--- src/rtl/instr_fetch.sv ---
// Instruction fetch stage: owns the PC, runs a one-outstanding req/ack fetch to
// instruction memory and buffers {PC+2, inst} for the IF pipeline register.
module instr_fetch #(
   parameter logic [7:0]  RESET_PC = 8'h00,
   parameter int          QDEPTH   = 2,
   parameter logic [15:0] NOP_INST = 16'h0000
) (
   input  logic        clk,
   input  logic        rst,
   output logic        imem_req,
   output logic [7:0]  imem_addr,
   input  logic        imem_ack,
   input  logic [15:0] imem_rdata,
   input  logic        stall,
   input  logic        redirect,
   input  logic [7:0]  redirect_pc,
   output logic [7:0]  PC2,
   output logic [15:0] inst,
   output logic        inst_valid
);

   localparam int PW = $clog2(QDEPTH);
   localparam int CW = $clog2(QDEPTH + 1);
   localparam logic [CW-1:0] QFULL = CW'(QDEPTH);

   typedef enum logic [1:0] {
      IDLE = 2'd0,
      REQ  = 2'd1,
      KILL = 2'd2
   } state_t;

   state_t        state_q, state_d;
   logic [7:0]    pc_q;
   logic [7:0]    kill_addr_q;
   logic [23:0]   q_mem [QDEPTH];
   logic [PW-1:0] rd_ptr_q, wr_ptr_q;
   logic [CW-1:0] count_q;
   logic [CW-1:0] count_after_push;
   logic          push;
   logic          pop;

   // Redirect wins over everything: the returning word is dropped and nothing pops.
   assign push             = (state_q == REQ) && imem_ack && !redirect;
   assign pop              = inst_valid && !stall && !redirect;
   assign count_after_push = count_q + CW'(push) - CW'(pop);

   assign inst_valid = (count_q != '0);
   assign inst       = inst_valid ? q_mem[rd_ptr_q][15:0]  : NOP_INST;
   assign PC2        = inst_valid ? q_mem[rd_ptr_q][23:16] : 8'h00;
   assign imem_req   = (state_q != IDLE);
   // While killing, the abandoned address stays on the bus until its ack arrives.
   assign imem_addr  = (state_q == KILL) ? kill_addr_q : pc_q;

   always_ff @(posedge clk) begin
      if (!rst) begin
         state_q <= IDLE;
      end else begin
         state_q <= state_d;
      end
   end

   always_comb begin
      state_d = state_q;
      case (state_q)
         IDLE: begin
            if (redirect || (count_q < QFULL)) state_d = REQ;
         end
         REQ: begin
            if (redirect) begin
               state_d = imem_ack ? REQ : KILL;
            end else if (imem_ack) begin
               state_d = (count_after_push < QFULL) ? REQ : IDLE;
            end
         end
         KILL: begin
            if (imem_ack) state_d = REQ;
         end
         default: state_d = IDLE;
      endcase
   end

   always_ff @(posedge clk) begin
      if (!rst) begin
         pc_q        <= RESET_PC;
         kill_addr_q <= RESET_PC;
         rd_ptr_q    <= '0;
         wr_ptr_q    <= '0;
         count_q     <= '0;
      end else if (redirect) begin
         pc_q     <= redirect_pc & 8'hFE;
         rd_ptr_q <= '0;
         wr_ptr_q <= '0;
         count_q  <= '0;
         if ((state_q == REQ) && !imem_ack) kill_addr_q <= pc_q;
      end else begin
         if (push) begin
            pc_q     <= pc_q + 8'd2;
            wr_ptr_q <= wr_ptr_q + PW'(1);
         end
         if (pop) rd_ptr_q <= rd_ptr_q + PW'(1);
         count_q <= count_after_push;
      end
   end

   // Payload storage needs no reset; validity comes from count_q.
   always_ff @(posedge clk) begin
      if (push) q_mem[wr_ptr_q] <= {pc_q + 8'd2, imem_rdata};
   end

endmodule

--- config.mk ---
export PLATFORM = sky130hd
export DESIGN_NAME = instr_fetch
export DESIGN_NICKNAME = d
export VERILOG_FILES = /design/src/rtl/instr_fetch.sv
export SDC_FILE = /design/constraint.sdc
export NUM_CORES = 1
export LEC_CHECK = 0
export BUFFER_PORTS_ARGS = -buffer_cell sky130_fd_sc_hd__buf_2
export CORE_ASPECT_RATIO = 0.7
export CORE_UTILIZATION = 58
export CTS_BUF_LIST = sky130_fd_sc_hd__clkbuf_16
export CTS_CLUSTER_SIZE = 12
export DETAILED_ROUTE_END_ITERATION = 6
export GPL_ROUTABILITY_DRIVEN = 1
export PLACE_DENSITY = 0.89
export SLEW_MARGIN = 25
export SYNTH_ARGS = -nofsm -noshare
export SYNTH_HDL_FRONTEND = slang
export SYNTH_SLANG_ARGS = --single-unit
--- constraint.sdc ---
create_clock -name clk -period 7.4 [get_ports clk]
set_clock_uncertainty 0.15 [all_clocks]
set_input_delay 2.22 -clock clk [delete_from_list [all_inputs] [get_ports clk]]
set_output_delay 2.22 -clock clk [all_outputs]
set_load 0.005 [all_outputs]
==> summary.md, run 1 <==
| Metric | Value |
|---|---|
| Status | `finished, final reports clean` |
| Crit path DAT | `1.93 ns` |
| Num ports | `63` |
| Post-DRT Antenna Nets | `0` |
| Grt ovf | `0` |
| Initial Util | `60.4%` |
| Met3 wire length | `334 um` |
| Synth Instances | `225` |
| Clock H-tree levels | `3` |
| Setup TNS | `0 ns` |
| Area growth syn-to-layout | `21.2%` |
| Syn_area_per_cell | `12.8 um^2` |
| Final slew viol count | `0` |
| Clk_lat worst skew | `0.33 ns` |
| CORE AREA | `0.00478 mm^2` |
| Row count | `21` |
| Final hold vios | `0` |
| DR pass1 iterations | `4` |
| Highest routed metal layer | `met4` |
| Largest net degree at the start of global routing | `28` |
| Flop pwr share | `47.8%` |
| Final WL | `5.59 mm` |
| Via density | `5.43` |
| Filler cells | `328` |
| Max VDD drop | `0.207 mV` |
| Gr usage total | `21.9%` |
| Fin crit period | `4.30 ns` |
| CP required | `5.03 ns` |
| Sw Share | `21.4%` |
| Setup ws final | `3.10 ns` |
| Met2 WL | `2.77 mm` |
| Dpl hpwl | `3.55 mm` |
| Yosys warns | `0` |
| Internal power | `0.697 mW` |
| Die width | `86.4 um` |
| Max stage delay on crit path | `0.64 ns` |
| Sequential share of the synthesized area | `62.4%` |
| Worst Tran Pin Value | `0.736 ns` |
| Final Setup Violations | `0` |
| Critical path type | `flop to output port` |
| Most frequent cells in the layout | `59 x buf_2, 46 x edfxtp_1, 31 x mux2i_1` |
| Post-CTS sizing | `0` |
| NetSw | `0.190 mW` |
| Drc violations | `0` |
| Placed cell count | `341` |
| Clock edge transition at the registers on the reported setup and hold paths | `0.05 ns` |
| Leakage power | `1.34 nW` |
| Die Area | `0.00527 mm^2` |
| Crit path max fanout | `9` |
| Final cell count without fillers | `357` |
| Antenna violations before repair | `0` |
| Register Area | `0.00180 mm^2` |
| Vias in the first global route | `1,713` |
| Most common cell after layout, fill and taps aside | `buf_2` |
| Synth unique cells | `36` |
| PortBufs | `59` |
| GP Congestion | `0.788` |
| Nets@finish | `315` |
| PnR Total Power | `0.887 mW` |
| Final core occ | `73.2%` |
| Hold crit path type | `flop to flop` |
| Die Ht | `61.1 um` |
| Combinational Power Share | `6.8%` |
| CTS tree | `yes` |
| Vias | `1,937` |
| Drt initial violations | `151` |
| Layout cell share with drive strength beyond 1 | `30.2%` |
| Endpoint class of the critical path | `output port` |
| Top FF cell, synth | `edfxtp_1` |
| CP max stage cell | `nor2b_1` |
| First-pass GRT wire length | `8.28 mm` |
| Max Cap Violations | `0` |
| Root Driver | `clkbuf_16` |
| Async SR Flop Fraction | `0%` |
| WL/cell | `15.7 um` |
| CTS Hold Bufs | `0` |
| Final period util | `58.1%` |
| Max frequency | `233 MHz` |
| Deepest clock path buffer count | `2` |
| Postcts setup bufs | `0` |
| CP Cell Sequence | `nor2b_1, mux2_2, buf_2` |
| Clock tree sinks | `67` |
| RSZ-0062 raised after global routing | `no` |
| Netlist Area Pre-Place | `0.00289 mm^2` |
| Place WS | `3.01 ns` |
| M1 wire length | `2.43 mm` |
| Clk pwr share | `45.4%` |
| Pwr Density | `253 mW/mm^2` |
| Post-synth EDFFs | `46` |
| Post-synthesis sequential element count | `67` |
| Footprint of the multi-input gates | `0.00101 mm^2` |
| Antenna diodes | `0` |
| TritonCTS Buffers | `9` |
| Slew headroom | `50.8%` |
| Startpoint types | `flop` |
==> power by group through the flow <==
stage          logic, mW  registers, mW  clock network [mW]
2_1_floorplan     0.0401          0.428                   0
3_3_place_gp      0.0562          0.430                   0
3_5_place_dp      0.0593          0.431                   0
4_1_cts           0.0603          0.424               0.406
5_1_grt           0.0661          0.425               0.423
6_report          0.0603          0.424               0.402
==> final timing paths <==
path / start / endpoint / slack (ns) / cells past startpoint
setup reg to reg: state_q[0] / state_q[0] / 5.09 / 8
hold reg to reg: kill_addr_q[7] / kill_addr_q[7] / 0.37 / 2
setup / recovery: state_q[1] / imem_addr[4] / 3.10 / 3
hold / removal: kill_addr_q[7] / kill_addr_q[7] / 0.37 / 2
==> Yosys cell counts (5+ instances only) <==
cell type	count	area, um^2
mux2i_1	31	310
nor2_1	30	113
edfxtp_1	46	1380
o21ai_0	11	55.1
dfxtp_1	21	420
nor2b_1	9	56.3
clkbuf_1	5	18.8
nand2_1	5	18.8
mux2_2	6	67.6
inv_1	5	18.8
a21oi_1	6	30.0
==> logic make-up (layout without fill, tap and decap cells) <==
logic type / count (synthesis) / after routing / synth area share, %
xor gates and xnor gates: 9 / 9 / 3.20
muxes: 37 / 37 / 13.1
DFF: 67 / 67 / 62.4
and+or+nand+nor: 64 / 64 / 11.3
other: 1 / 2 / 0.130
buffers and inverters: 19 / 81 / 3.72
adders and majority gates: 3 / 3 / 1.30
AOI/OAI and AO/OA: 25 / 25 / 4.89
==> final cells by class <==
cell class	instances	share of cell area, %
clock inverter	7	1.72
inverter	5	0.536
multi-input combinational	140	28.7
sequential	67	51.5
timing repair buffer	60	8.65
clock buffer	9	6.43
tap	69	2.47
==> routing by layer <==
layer / up-vias / GRT usage, %
li1: 924 / -
met1: 945 / 27.8
met2: 60 / 35.3
met3: 8 / 8.85
met4: 0 / 7.14
met5: - / 0
==> registers in the layout, indices dropped and copies added (netlist names), named ones only <==
name and cells:
q_mem 46, kill_addr_q 7, pc_q 7, rd_ptr_q 1, count_q 2, state_q 2
wr_ptr_q 1
==> worst max-delay path, delay by kind of cell (launching register included) <==
family / cells / cell delay [ns]
multiplexers: 1 / 0.41
AND/OR/NAND/NOR: 1 / 0.64
buffers and inverters: 1 / 0.12
flip-flops: 1 / 0.43
==> per-stage QoR <==
stage	area [um^2]	hold slack, ns
6_report	3500	0.366
5_1_grt	3500	0.384
4_1_cts	3500	0.368
3_5_place_dp	3210	0.354
3_3_place_gp	3200	0.341
2_1_floorplan	2890	0.327
(Power assumes the default switching activity.)
==> inputs of run 2 (changes only) <==
--- a/config.mk
+++ b/config.mk
@@ -7,12 +7,12 @@
 export LEC_CHECK = 0
 export BUFFER_PORTS_ARGS = -buffer_cell sky130_fd_sc_hd__buf_2
 export CORE_ASPECT_RATIO = 0.7
-export CORE_UTILIZATION = 58
+export CORE_UTILIZATION = 54
 export CTS_BUF_LIST = sky130_fd_sc_hd__clkbuf_16
 export CTS_CLUSTER_SIZE = 12
 export DETAILED_ROUTE_END_ITERATION = 6
 export GPL_ROUTABILITY_DRIVEN = 1
-export PLACE_DENSITY = 0.89
+export PLACE_DENSITY = 0.84
 export SLEW_MARGIN = 25
 export SYNTH_ARGS = -nofsm -noshare
 export SYNTH_HDL_FRONTEND = slang
==> constraint.sdc (replaced) <==
create_clock -name clk -period 4.5 [get_ports clk]
set_clock_uncertainty 0.15 [all_clocks]
set_input_delay 1.35 -clock clk [delete_from_list [all_inputs] [get_ports clk]]
set_output_delay 1.35 -clock clk [all_outputs]
set_load 0.005 [all_outputs]
==> summary.md, run 2 (synthesis gave the netlist of run 1 again) <==
| Metric | Value |
|---|---|
| Final hold vios | `0 (unchanged)` |
| First-pass GRT wire length | `8.96 mm (was 8.28 mm)` |
| Row count | `21 (unchanged)` |
| Via density | `5.31 (was 5.43)` |
| Endpoint class of the critical path | `output port (unchanged)` |
| Register Area | `0.00180 mm^2 (unchanged)` |
| Max reg flops | `46 (unchanged)` |
| Post-DRT Antenna Nets | `0 (unchanged)` |
| Top reg by flops | `q_mem (unchanged)` |
| Grt ovf | `0 (unchanged)` |
| Layout cell share with drive strength beyond 1 | `30.7% (was 30.2%)` |
| Hold crit path type | `flop to flop (unchanged)` |
| Worst Tran Pin Value | `0.749 ns (was 0.736 ns)` |
| CTS tree | `yes (unchanged)` |
| Root Driver | `clkbuf_16 (unchanged)` |
| Startpoint types | `flop (unchanged)` |
| Placed cell count | `343 (was 341)` |
| Status | `finished, final reports clean (unchanged)` |
| Setup TNS | `0 ns (unchanged)` |
| Most common cell after layout, fill and taps aside | `buf_2 (unchanged)` |
| DR pass1 iterations | `4 (unchanged)` |
| PortBufs | `59 (unchanged)` |
| CTS Hold Bufs | `0 (unchanged)` |
| Final period util | `76.3%` |
| Crit path DAT | `1.93 ns (about the same)` |
| Deepest clock path buffer count | `2 (unchanged)` |
| WL/cell | `15.6 um (was 15.7 um)` |
| Clock edge transition at the registers on the reported setup and hold paths | `0.05 ns (about the same)` |
| Gr usage total | `22.4% (was 21.9%)` |
| Dpl hpwl | `3.54 mm (was 3.55 mm)` |
| Top delay family on crit path | `simple AND/OR/NAND/NOR gates (unchanged)` |
| Largest regs | `q_mem: 46 flops, kill_addr_q: 7 flops, pc_q: 7 flops (unchanged)` |
| Fin crit period | `3.43 ns` |
| Area growth syn-to-layout | `23.0% (was 21.2%)` |
| Setup ws final | `1.07 ns (was 3.10 ns)` |
| Max frequency | `291 MHz` |
| RSZ-0062 raised after global routing | `no (unchanged)` |
| Vias in the first global route | `1,876 (was 1,713)` |
| Final hold slack | `0.359 ns (was 0.366 ns)` |
| Final WL | `5.59 mm (about the same)` |
| Clk_lat worst skew | `0.32 ns (was 0.33 ns)` |
| Most frequent cells in the layout | `59 x buf_2, 46 x edfxtp_1, 31 x mux2i_1 (unchanged)` |
| Vias | `1,906 (was 1,937)` |
| Num ports | `63 (unchanged)` |
| Final cell count without fillers | `359 (was 357)` |
| GP Congestion | `0.839 (was 0.788)` |
| Post-CTS sizing | `0 (unchanged)` |
| Die Area | `0.00565 mm^2 (was 0.00527 mm^2)` |
| Antenna violations before repair | `0 (unchanged)` |
| Pwr Density | `441 mW/mm^2 (was 253 mW/mm^2)` |
| Place WS | `1.05 ns (was 3.01 ns)` |
| CP Cell Sequence | `nor2b_1, mux2_2, buf_2 (unchanged)` |
| Slew headroom | `50.0% (was 50.8%)` |
| Die width | `89.4 um (was 86.4 um)` |
| Antenna diodes | `0 (unchanged)` |
| CP required | `3.00 ns (was 5.03 ns)` |
| Crit path buf inv count | `1 (unchanged)` |
| TritonCTS Buffers | `9 (unchanged)` |
| Largest net degree at the start of global routing | `28 (unchanged)` |
| CORE AREA | `0.00497 mm^2 (was 0.00478 mm^2)` |
| Crit path max fanout | `9 (unchanged)` |
| Critical path type | `flop to output port (unchanged)` |
| Drc violations | `0 (unchanged)` |
| Drt initial violations | `153 (was 151)` |
| Max Cap Violations | `0 (unchanged)` |
| Nets@finish | `317 (was 315)` |
| Final slew viol count | `0 (unchanged)` |
| PnR Total Power | `1.57 mW (was 0.887 mW)` |
| Leakage power | `1.37 nW (was 1.34 nW)` |
| Filler cells | `347 (was 328)` |
| Postcts setup bufs | `0 (unchanged)` |
| Max stage delay on crit path | `0.65 ns (was 0.64 ns)` |
| Clock H-tree levels | `3 (unchanged)` |
| Footprint of the multi-input gates | `996 um^2 (was 0.00101 mm^2)` |
| Initial Util | `58.2% (was 60.4%)` |
| Max VDD drop | `0.351 mV (was 0.207 mV)` |
| Clock tree sinks | `67 (unchanged)` |
| CP max stage cell | `nor2b_1 (unchanged)` |
| Die Ht | `63.2 um (was 61.1 um)` |
| Final Setup Violations | `0 (unchanged)` |
run 2: final timing paths:
kind,startpoint,cells past startpoint,to,slack [ns]
worst max register to register,count_q[0],8,state_q[0],2.25
worst max-delay path,state_q[1],3,imem_addr[3],1.07
worst min-delay path,kill_addr_q[6],2,kill_addr_q[6],0.36
worst min register to register,kill_addr_q[6],2,kill_addr_q[6],0.36
run 2: stage by stage:
stage	util, %	cell area [um^2]
after global placement	64.8	3220
after detailed placement	64.8	3220
after global routing	71.5	3550
after floorplan	-	2890
after CTS	71.4	3550
final	71.5	3550
run 2: metal layers:
| layer | part of all wire, % | global-route usage [%] |
|---|---|---|
| met1 | 44 | 28.0 |
| met2 | 48 | 34.1 |
| met3 | 6.4 | 10.4 |
| met4 | 1.8 | 7.94 |
| met5 | 0 | 0 |
run 2: layout make-up:
type / count / area share (%)
multi-input combinational: 140 / 28.0
clock inverter: 7 / 2.99
tap: 69 / 2.43
sequential: 67 / 50.7
timing repair buffer: 62 / 8.95
clock buffer: 9 / 6.34
inverter: 5 / 0.528
run 2: worst reg2reg max path: stages, from the launching register on:
cell and delay, ns:
dfxtp_1 0.33, nor2_4 0.50, nor3_1 0.13, ha_1 0.30, inv_1 0.06, ha_1 0.15, xnor3_1 0.24, nor3b_1 0.19
o2bb2ai_1 0.09
run 2: where the power goes:
group          total [mW]  switching (mW)  internal [mW]
sequential          0.698          0.0169          0.681
clock               0.772           0.239          0.533
combinational      0.0979          0.0531         0.0448
==> inputs of run 3 (changes only) <==
==> constraint.sdc (replaced) <==
create_clock -name clk -period 3.3 [get_ports clk]
set_clock_uncertainty 0.15 [all_clocks]
set_input_delay 0.99 -clock clk [delete_from_list [all_inputs] [get_ports clk]]
set_output_delay 0.99 -clock clk [all_outputs]
set_load 0.005 [all_outputs]
==> summary.md, run 3 (synthesis gave the netlist of run 1 again) <==
| Metric | Value |
|---|---|
| Status | `finished, final reports clean (unchanged)` |
| Clk_lat worst skew | `0.32 ns (about the same)` |
| Pwr Density | `561 mW/mm^2 (was 441 mW/mm^2)` |
| CORE AREA | `0.00497 mm^2 (unchanged)` |
| Max Cap Violations | `0 (unchanged)` |
| Postcts setup bufs | `0 (unchanged)` |
| Worst Reg2Reg Path Length in Cells | `8 (unchanged)` |
| Most common cell after layout, fill and taps aside | `buf_2 (unchanged)` |
| PortBufs | `59 (unchanged)` |
| CTS tree | `yes (unchanged)` |
| Antenna violations before repair | `0 (unchanged)` |
| DR pass1 iterations | `4 (unchanged)` |
| Endpoint class of the critical path | `output port (unchanged)` |
| CP required | `2.16 ns (was 3.00 ns)` |
| Final period util | `85.6%` |
| Vias | `1,894 (was 1,906)` |
| Initial Util | `58.2% (unchanged)` |
| R2r setup slk | `1.12 ns (was 2.25 ns)` |
| RR Startpoint | `state_q[0] (was count_q[0])` |
| Antenna diodes | `0 (unchanged)` |
| Area growth syn-to-layout | `22.0% (was 23.0%)` |
| Final slew viol count | `0 (unchanged)` |
| Crit path DAT | `1.68 ns (was 1.93 ns)` |
| Max VDD drop | `0.377 mV (was 0.351 mV)` |
| Post-DRT Antenna Nets | `0 (unchanged)` |
| Post-CTS sizing | `0 (unchanged)` |
| Hold Startpoint | `kill_addr_q[5] (was kill_addr_q[6])` |
| Clock tree sinks | `67 (unchanged)` |
| Final core occ | `71.0% (was 71.5%)` |
| Hold Crit Endpoint | `kill_addr_q[5] (was kill_addr_q[6])` |
| RSZ-0062 raised after global routing | `no (unchanged)` |
| WHS Path Cells | `2 (unchanged)` |
| Max frequency | `354 MHz` |
| Die Ht | `63.2 um (unchanged)` |
| Clock edge transition at the registers on the reported setup and hold paths | `0.05 ns (about the same)` |
| Die width | `89.4 um (unchanged)` |
| Largest net degree at the start of global routing | `28 (unchanged)` |
| Final WL | `5.35 mm (was 5.59 mm)` |
| Setup TNS | `0 ns (unchanged)` |
| TritonCTS Buffers | `9 (unchanged)` |
| CTS Hold Bufs | `0 (unchanged)` |
| Nets@finish | `320 (was 317)` |
| Critical path type | `flop to output port (unchanged)` |
| WL/cell | `14.8 um (was 15.6 um)` |
| Hold crit path type | `flop to flop (unchanged)` |
| Max reg flops | `46 (unchanged)` |
| Via density | `5.23 (was 5.31)` |
| Num ports | `63 (unchanged)` |
| Drc violations | `0 (unchanged)` |
| Final hold vios | `0 (unchanged)` |
| Most frequent cells in the layout | `59 x buf_2, 46 x edfxtp_1, 31 x mux2i_1 (unchanged)` |
| Drt initial violations | `109 (was 153)` |
| Die Area | `0.00565 mm^2 (unchanged)` |
| Dpl hpwl | `3.47 mm (was 3.54 mm)` |
| RR Endpoint | `state_q[0] (unchanged)` |
| Leakage power | `1.36 nW (was 1.37 nW)` |
| Vias in the first global route | `1,839 (was 1,876)` |
| Crit path max fanout | `8 (was 9)` |
| Gr usage total | `21.1% (was 22.4%)` |
| Root Driver | `clkbuf_16 (unchanged)` |
| Largest regs | `q_mem: 46 flops, kill_addr_q: 7 flops, pc_q: 7 flops (unchanged)` |
| Final Setup Violations | `0 (unchanged)` |
| Worst setup path start | `state_q[1] (unchanged)` |
| Layout cell share with drive strength beyond 1 | `32.1% (was 30.7%)` |
| Row count | `21 (unchanged)` |
| GP Congestion | `0.834 (was 0.839)` |
| Fin crit period | `2.82 ns` |
| Top reg by flops | `q_mem (unchanged)` |
| Startpoint types | `flop (unchanged)` |
| Deepest clock path buffer count | `2 (unchanged)` |
| First-pass GRT wire length | `8.63 mm (was 8.96 mm)` |
| Clock H-tree levels | `3 (unchanged)` |
| Grt ovf | `0 (unchanged)` |
## run 3: power breakdown
part	switching, mW	internal [mW]	leakage, nW	total [mW]
Sequential	0.0221	0.929	0.590	0.951
Combinational	0.0732	0.0628	0.626	0.136
Clock	0.316	0.575	0.146	0.891
Total	0.411	1.57	1.36	1.98
## run 3: worst max-delay path by stage
stage | to | slack, ns | cells after the start
3_3_place_gp | state_q[0] | 0.68 | 9
6_report | imem_addr[6] | 0.48 | 4
4_1_cts | imem_addr[6] | 0.48 | 4
2_1_floorplan | q_mem[0][0] | 0.37 | 4
5_1_grt | imem_addr[5] | 0.39 | 4
3_5_place_dp | state_q[0] | 0.63 | 9
## run 3: critical path, stage by stage (launching register included)
cell     delay, ns
dfxtp_1       0.42
nor2b_1       0.26
buf_4         0.21
mux2_2        0.35
buf_2         0.13
## run 3: final cells by class
cell class	count	area (um^2)
inverter	5	18.8
clock inverter	7	61.3
multi-input combinational	140	991
clock buffer	9	225
tap	69	86.3
fill	362	1440
sequential	67	1800
timing repair buffer	65	340
## run 3: layer usage
layer,part of all wire [%],GRT usage [%],vias up
met3,4.6,6.55,7
met1,45,27.2,901
met4,0.93,6.75,0
li1,-,-,936
met5,0,0,-
met2,50,34.1,50
## run 3: through the flow
step / power (mW) / cell area [um^2] / std cells / setup slack, ns / hold WS [ns]
after floorplan: 1.05 / 2890 / 226 / 0.365 / 0.327
after global placement: 1.09 / 3240 / 346 / 0.681 / 0.339
after detailed placement: 1.10 / 3240 / 346 / 0.633 / 0.349
after CTS: 1.99 / 3520 / 362 / 0.478 / 0.366
after global routing: 2.05 / 3520 / 362 / 0.392 / 0.395
final: 1.98 / 3520 / 362 / 0.475 / 0.360
